--- src/rtl/eth_pkg.sv ---
// Shared types for the Ethernet-style port path.
// The word format is common to the transmit and receive FSMs.
package eth_pkg;

    localparam int ETH_DW = 32;
    localparam int ETH_WW = 34;

    localparam logic [ETH_DW-1:0] DEF_PORTA_ADDR = 32'hABCD;
    localparam logic [ETH_DW-1:0] DEF_PORTB_ADDR = 32'h1234;

    typedef struct packed {
        logic              eop;
        logic              sop;
        logic [ETH_DW-1:0] data;
    } eth_word_t;

    typedef enum logic [2:0] {
        ST_IDLE,
        ST_SRC,
        ST_DATA,
        ST_DISCARD,
        ST_GAP
    } eth_tx_state_t;

endpackage

--- src/rtl/eth_tx_out_stage.sv ---
// Valid/ready holding register for the transmit port.
// A word stays put until accepted; load and accept may coincide.
module eth_tx_out_stage
    import eth_pkg::*;
(
    input  logic              clk,
    input  logic              rstN,
    input  logic              load,
    input  eth_word_t         ld_word,
    input  logic              ld_port,
    input  logic              tx_ready,
    output logic              load_ok,
    output logic              tx_valid,
    output logic [ETH_DW-1:0] tx_data,
    output logic              tx_sop,
    output logic              tx_eop,
    output logic              tx_port
);

    logic      valid_q, valid_d;
    eth_word_t word_q, word_d;
    logic      port_q, port_d;

    assign load_ok = !valid_q || tx_ready;

    always_comb begin
        valid_d = valid_q;
        word_d  = word_q;
        port_d  = port_q;
        if (load) begin
            valid_d = 1'b1;
            word_d  = ld_word;
            port_d  = ld_port;
        end else if (tx_ready) begin
            valid_d = 1'b0;
        end
    end

    always_ff @(posedge clk or negedge rstN) begin
        if (!rstN) begin
            valid_q <= 1'b0;
            word_q  <= '0;
            port_q  <= 1'b0;
        end else begin
            valid_q <= valid_d;
            word_q  <= word_d;
            port_q  <= port_d;
        end
    end

    assign tx_valid = valid_q;
    assign tx_data  = word_q.data;
    assign tx_sop   = word_q.sop;
    assign tx_eop   = word_q.eop;
    assign tx_port  = port_q;

endmodule

--- src/rtl/eth_tx_fsm.sv ---
// Packet transmitter: drains an FWFT FIFO, filters by destination,
// frames accepted packets and inserts an inter-packet gap.
module eth_tx_fsm
    import eth_pkg::*;
#(
    parameter logic [ETH_DW-1:0] PORTA_ADDR = DEF_PORTA_ADDR,
    parameter logic [ETH_DW-1:0] PORTB_ADDR = DEF_PORTB_ADDR,
    parameter int                IPG_CYCLES = 4
) (
    input  logic              clk,
    input  logic              rstN,
    input  logic              fifo_empty,
    input  logic [ETH_WW-1:0] fifo_rd_data,
    output logic              fifo_rd_en,
    input  logic              tx_ready,
    output logic              tx_valid,
    output logic [ETH_DW-1:0] tx_data,
    output logic              tx_sop,
    output logic              tx_eop,
    output logic              tx_port,
    output logic [15:0]       pkt_cnt,
    output logic [15:0]       drop_cnt
);

    localparam logic [7:0] GAP_INIT =
        (IPG_CYCLES == 0) ? 8'd0 : 8'(IPG_CYCLES - 1);

    eth_tx_state_t state_q, state_d;
    logic [7:0]    gap_q, gap_d;
    logic [15:0]   pkt_q, pkt_d;
    logic [15:0]   drop_q, drop_d;

    eth_word_t head;
    eth_word_t ld_word;
    logic      ld_port;
    logic      load;
    logic      load_ok;
    logic      pop;
    logic      is_a, is_b;

    assign head = eth_word_t'(fifo_rd_data);
    assign is_a = (head.data == PORTA_ADDR);
    assign is_b = (head.data == PORTB_ADDR);

    always_comb begin
        state_d     = state_q;
        gap_d       = gap_q;
        pkt_d       = pkt_q;
        drop_d      = drop_q;
        pop         = 1'b0;
        load        = 1'b0;
        ld_word     = head;
        ld_word.sop = 1'b0;
        ld_port     = tx_port;
        unique case (state_q)
            ST_IDLE: begin
                if (!fifo_empty) begin
                    if (!head.sop || head.eop) begin
                        pop    = 1'b1;
                        drop_d = drop_q + 16'd1;
                    end else if (is_a || is_b) begin
                        if (load_ok) begin
                            pop         = 1'b1;
                            load        = 1'b1;
                            ld_word.sop = 1'b1;
                            ld_port     = is_b;
                            state_d     = ST_SRC;
                        end
                    end else begin
                        pop     = 1'b1;
                        drop_d  = drop_q + 16'd1;
                        state_d = ST_DISCARD;
                    end
                end
            end
            ST_SRC, ST_DATA: begin
                if (!fifo_empty && load_ok) begin
                    pop  = 1'b1;
                    load = 1'b1;
                    if (head.eop) begin
                        pkt_d   = pkt_q + 16'd1;
                        gap_d   = GAP_INIT;
                        state_d = (IPG_CYCLES == 0) ? ST_IDLE : ST_GAP;
                    end else begin
                        state_d = ST_DATA;
                    end
                end
            end
            ST_DISCARD: begin
                if (!fifo_empty) begin
                    pop = 1'b1;
                    if (head.eop) state_d = ST_IDLE;
                end
            end
            ST_GAP: begin
                if (gap_q == 8'd0) state_d = ST_IDLE;
                else               gap_d   = gap_q - 8'd1;
            end
            default: state_d = ST_IDLE;
        endcase
    end

    always_ff @(posedge clk or negedge rstN) begin
        if (!rstN) begin
            state_q <= ST_IDLE;
            gap_q   <= 8'd0;
            pkt_q   <= 16'd0;
            drop_q  <= 16'd0;
        end else begin
            state_q <= state_d;
            gap_q   <= gap_d;
            pkt_q   <= pkt_d;
            drop_q  <= drop_d;
        end
    end

    // IDLE drains strays even during reset unless gated here
    assign fifo_rd_en = pop && rstN;
    assign pkt_cnt    = pkt_q;
    assign drop_cnt   = drop_q;

    eth_tx_out_stage u_out (
        .clk      (clk),
        .rstN     (rstN),
        .load     (load),
        .ld_word  (ld_word),
        .ld_port  (ld_port),
        .tx_ready (tx_ready),
        .load_ok  (load_ok),
        .tx_valid (tx_valid),
        .tx_data  (tx_data),
        .tx_sop   (tx_sop),
        .tx_eop   (tx_eop),
        .tx_port  (tx_port)
    );

endmodule

--- config.mk ---
export PLATFORM = sky130hd
export DESIGN_NAME = eth_tx_fsm
export DESIGN_NICKNAME = d
export VERILOG_FILES = /design/src/rtl/eth_pkg.sv /design/src/rtl/eth_tx_out_stage.sv /design/src/rtl/eth_tx_fsm.sv
export SDC_FILE = /design/constraint.sdc
export NUM_CORES = 1
export LEC_CHECK = 0
export CORE_MARGIN = 2
export CORE_UTILIZATION = 48
export DETAILED_ROUTE_END_ITERATION = 10
export PLACE_DENSITY = 0.84
export SYNTH_ARGS = -nofsm -noshare
export SYNTH_HDL_FRONTEND = slang
export SYNTH_HIERARCHICAL = 1
export SYNTH_SLANG_ARGS = --single-unit
--- constraint.sdc ---
create_clock -name clk -period 3.1 [get_ports clk]
set_input_delay 0.62 -clock clk [delete_from_list [all_inputs] [get_ports clk]]
set_output_delay 0.62 -clock clk [all_outputs]
set_load 0.03 [all_outputs]
==> flow_summary.json <==
{
  "setup-violations-final": 0,
  "min-delay-start": "pkt_cnt[15]$_DFFE_PN0P_",
  "hpwl_um": 6291,
  "die_h_um": 93.65,
  "leakagePower_nw": 2.360,
  "max_slew_margin": 0.3527,
  "cts_buffer_depth": 2,
  "viasPerCell": 5.321,
  "crit_path_start_kind": "primary input",
  "async_reset_ff_frac": 1.000,
  "synth_top_cell_by_area": "dfrtp_1",
  "netlist.area_leader.share": 0.5125,
  "synth_nets": 348,
  "finalCritPeriodShare": 0.9736,
  "numPortBuffers": 106,
  "coreArea_mm2": 0.007767,
  "endpoint_kind": "output port",
  "synth_seq_cells": 79,
  "drt_iter0_drc": 137,
  "insertion_delay_ps": 340,
  "maxCapViolations": 0,
  "rows": 32,
  "synth-edff-count": 0,
  "synth_area_leaders": "dfrtp_1, mux2_4, xor2_1, xnor2_1, mux2_2",
  "synth_area_mm2": 0.003857,
  "cts_max_level": 3,
  "dp_slack_ps": -95.75,
  "ys_top_cells_by_count": "dfrtp_1, mux2_4, xor2_1",
  "routed_wire_length_per_instance_um": 16.40,
  "cp_data_required_time_ps": 2480,
  "fillers": 579,
  "hold_path_end": "pkt_cnt[15]$_DFFE_PN0P_",
  "cts_root_buf": "clkbuf_8",
  "outcome": "finished, final reports clean",
  "slew_violations": 0,
  "cts-buffers-inserted": 9,
  "synth_ff_type": "dfrtp_1",
  "drt.antenna.violating_nets": 0,
  "die_w_um": 93.65,
  "grt_use_total": 0.2027,
  "first_pass_iters": 4,
  "avgSynthCellArea_um2": 12.61,
  "reg2regPathDepth": 6,
  "synth_warnings": 6,
  "worstMarginPinSlew_ps": 970.9,
  "worstPathArrival_ps": 2400,
  "grt-ovfl-total": 0,
  "setup_slack_ps": 81.88,
  "place.gp.congestion": 0.8372,
  "cts_tree": "built",
  "synth-seq-area-share": 0.5125,
  "vias": 2804,
  "synth.most_common_cell": "dfrtp_1",
  "yosys.cell_types.count": 50,
  "max_clock_freq_mhz": 331.3,
  "powerDensity_mw_per_mm2": 899.6,
  "grt_max_degree": 80,
  "start_util": 0.4966,
  "min_period_ps": 3018,
  "boundaryPins": 107,
  "hp-class": "flip-flop to flip-flop",
  "peakVddDrop_mv": 0.6504,
  "cts.sinks": 79,
  "diodes": 0,
  "synthCells": 306,
  "clk_pin_slew_worst_paths_ps": 90,
  "path_class": "primary input to output port",
  "hold_depth": 1,
  "die_area_mm2": 0.008769,
  "worstPathMaxFanout": 3,
  "power_mw": 4.734,
  "finClkSkew_ps": 12.17,
  "remaining_drc_errors": 0,
  "antenna_found_initial": 0,
  "grt_first_pass_wirelength_um": 13980,
  "wl_um": 8644,
  "reg2reg_slack_ps": 1090,
  "area_growth_pct": 36.43,
  "postCtsSetupRepairBufs": 0,
  "timing.rr.end": "drop_cnt[14]$_DFFE_PN0P_",
  "grt_pass1_vias": 2797,
  "rr_startpoint": "state_q[2]$_DFFE_PN0P_",
  "drive_above_1_share": 0.1906,
  "finalHoldViolations": 0,
  "final_core_util": 0.6775,
  "nets": 463
}
[timing repair]
item / CTS / global route
pin swaps: 4 / 1
gates resized for setup: 5 / 3
endpoints found under the setup margin: 1 / 1
hold buffers: 0 / 0
[worst max-delay path, stage by stage]
cell	delay (ps)
clkdlybuf4s50_1	470
nor4b_1	350
and3_1	260
o2111ai_2	160
and2_4	170
o211a_1	210
buf_6	140
[worst max-delay path by stage]
stage                           startpoint         end  slack, ps  depth (start not counted)
after floorplan           fifo_rd_data[10]  fifo_rd_en        410                          5
after global placement    fifo_rd_data[10]  fifo_rd_en        -80                          7
after detailed placement  fifo_rd_data[10]  fifo_rd_en       -100                          7
after CTS                  fifo_rd_data[0]  fifo_rd_en         40                          7
after global routing       fifo_rd_data[0]  fifo_rd_en         -3                          7
final                      fifo_rd_data[7]  fifo_rd_en         80                          7
[layout by cell type, fill, tap and decap left out, types with 7 or more instances in the layout]
cell,n
clkdlybuf4s50_1,100
dfrtp_1,79
mux2_4,30
xor2_1,24
nor2_1,20
nand2_1,18
xnor2_1,13
and3_1,10
nand3_1,10
clkbuf_8,9
buf_4,9
nor3_1,8
nor4_1,8
inv_1,7
nand4_1,7
mux2_2,7
[power breakdown]
part	internal, mW	leakage (nW)	switching [mW]	total [mW]
Sequential	1.37	1.00	0.292	1.66
Combinational	1.11	1.26	1.14	2.25
Clock	0.451	0.0986	0.376	0.827
Total	2.93	2.36	1.80	4.73
[flip-flops by register name (all words and copies together) (netlist names)]
name / flops
u_out/tx_port: 1
u_out/tx_eop: 1
state_q: 3
u_out/tx_data: 32
pkt_cnt: 16
gap_q: 8
u_out/tx_valid: 1
drop_cnt: 16
u_out/tx_sop: 1
[logic make-up after synthesis]
kind of cell	after synthesis	share of synthesized area
and+or+nand+nor	110	0.1742
muxes	37	0.1372
AOI/OAI and AO/OA	20	0.04281
adders and majority gates	4	0.01297
buffers and inverters	19	0.03633
DFF	79	0.5125
xor gates and xnor gates	37	0.08401
[stage by stage]
stage	hold WS [ps]	setup TNS, ps	instance area [um^2]	std cells
2_1_floorplan	324.4	0	3857	306
3_3_place_gp	460.4	-77.03	5039	512
6_report	474.8	0	5263	527
3_5_place_dp	467.5	-820.4	5039	512
4_1_cts	480.1	0	5249	527
5_1_grt	486.2	-3.365	5263	527
[area by class of cell]
| cell class | instances | area, um^2 | area share |
|---|---|---|---|
| clock buffers | 10 | 127.6 | 0.02425 |
| clock inverters | 5 | 83.83 | 0.01593 |
| inverters | 7 | 26.28 | 0.004993 |
| multi-input cells | 208 | 1765 | 0.3355 |
| flip-flops and latches | 79 | 1977 | 0.3757 |
| well taps | 102 | 127.6 | 0.02425 |
| repair buffers | 116 | 1155 | 0.2194 |
[layer usage]
metal | GRT usage | part of all wire | routed length, um | vias up
met2 | 0.3177 | 0.48 | 4179 | 89
li1 | - | - | - | 1315
met5 | 0 | 0 | 0 | -
met4 | 0.06401 | 0.011 | 98 | 0
met3 | 0.04835 | 0.052 | 449 | 10
met1 | 0.2797 | 0.45 | 3916 | 1390
Power figures use the tool's default switching activity.
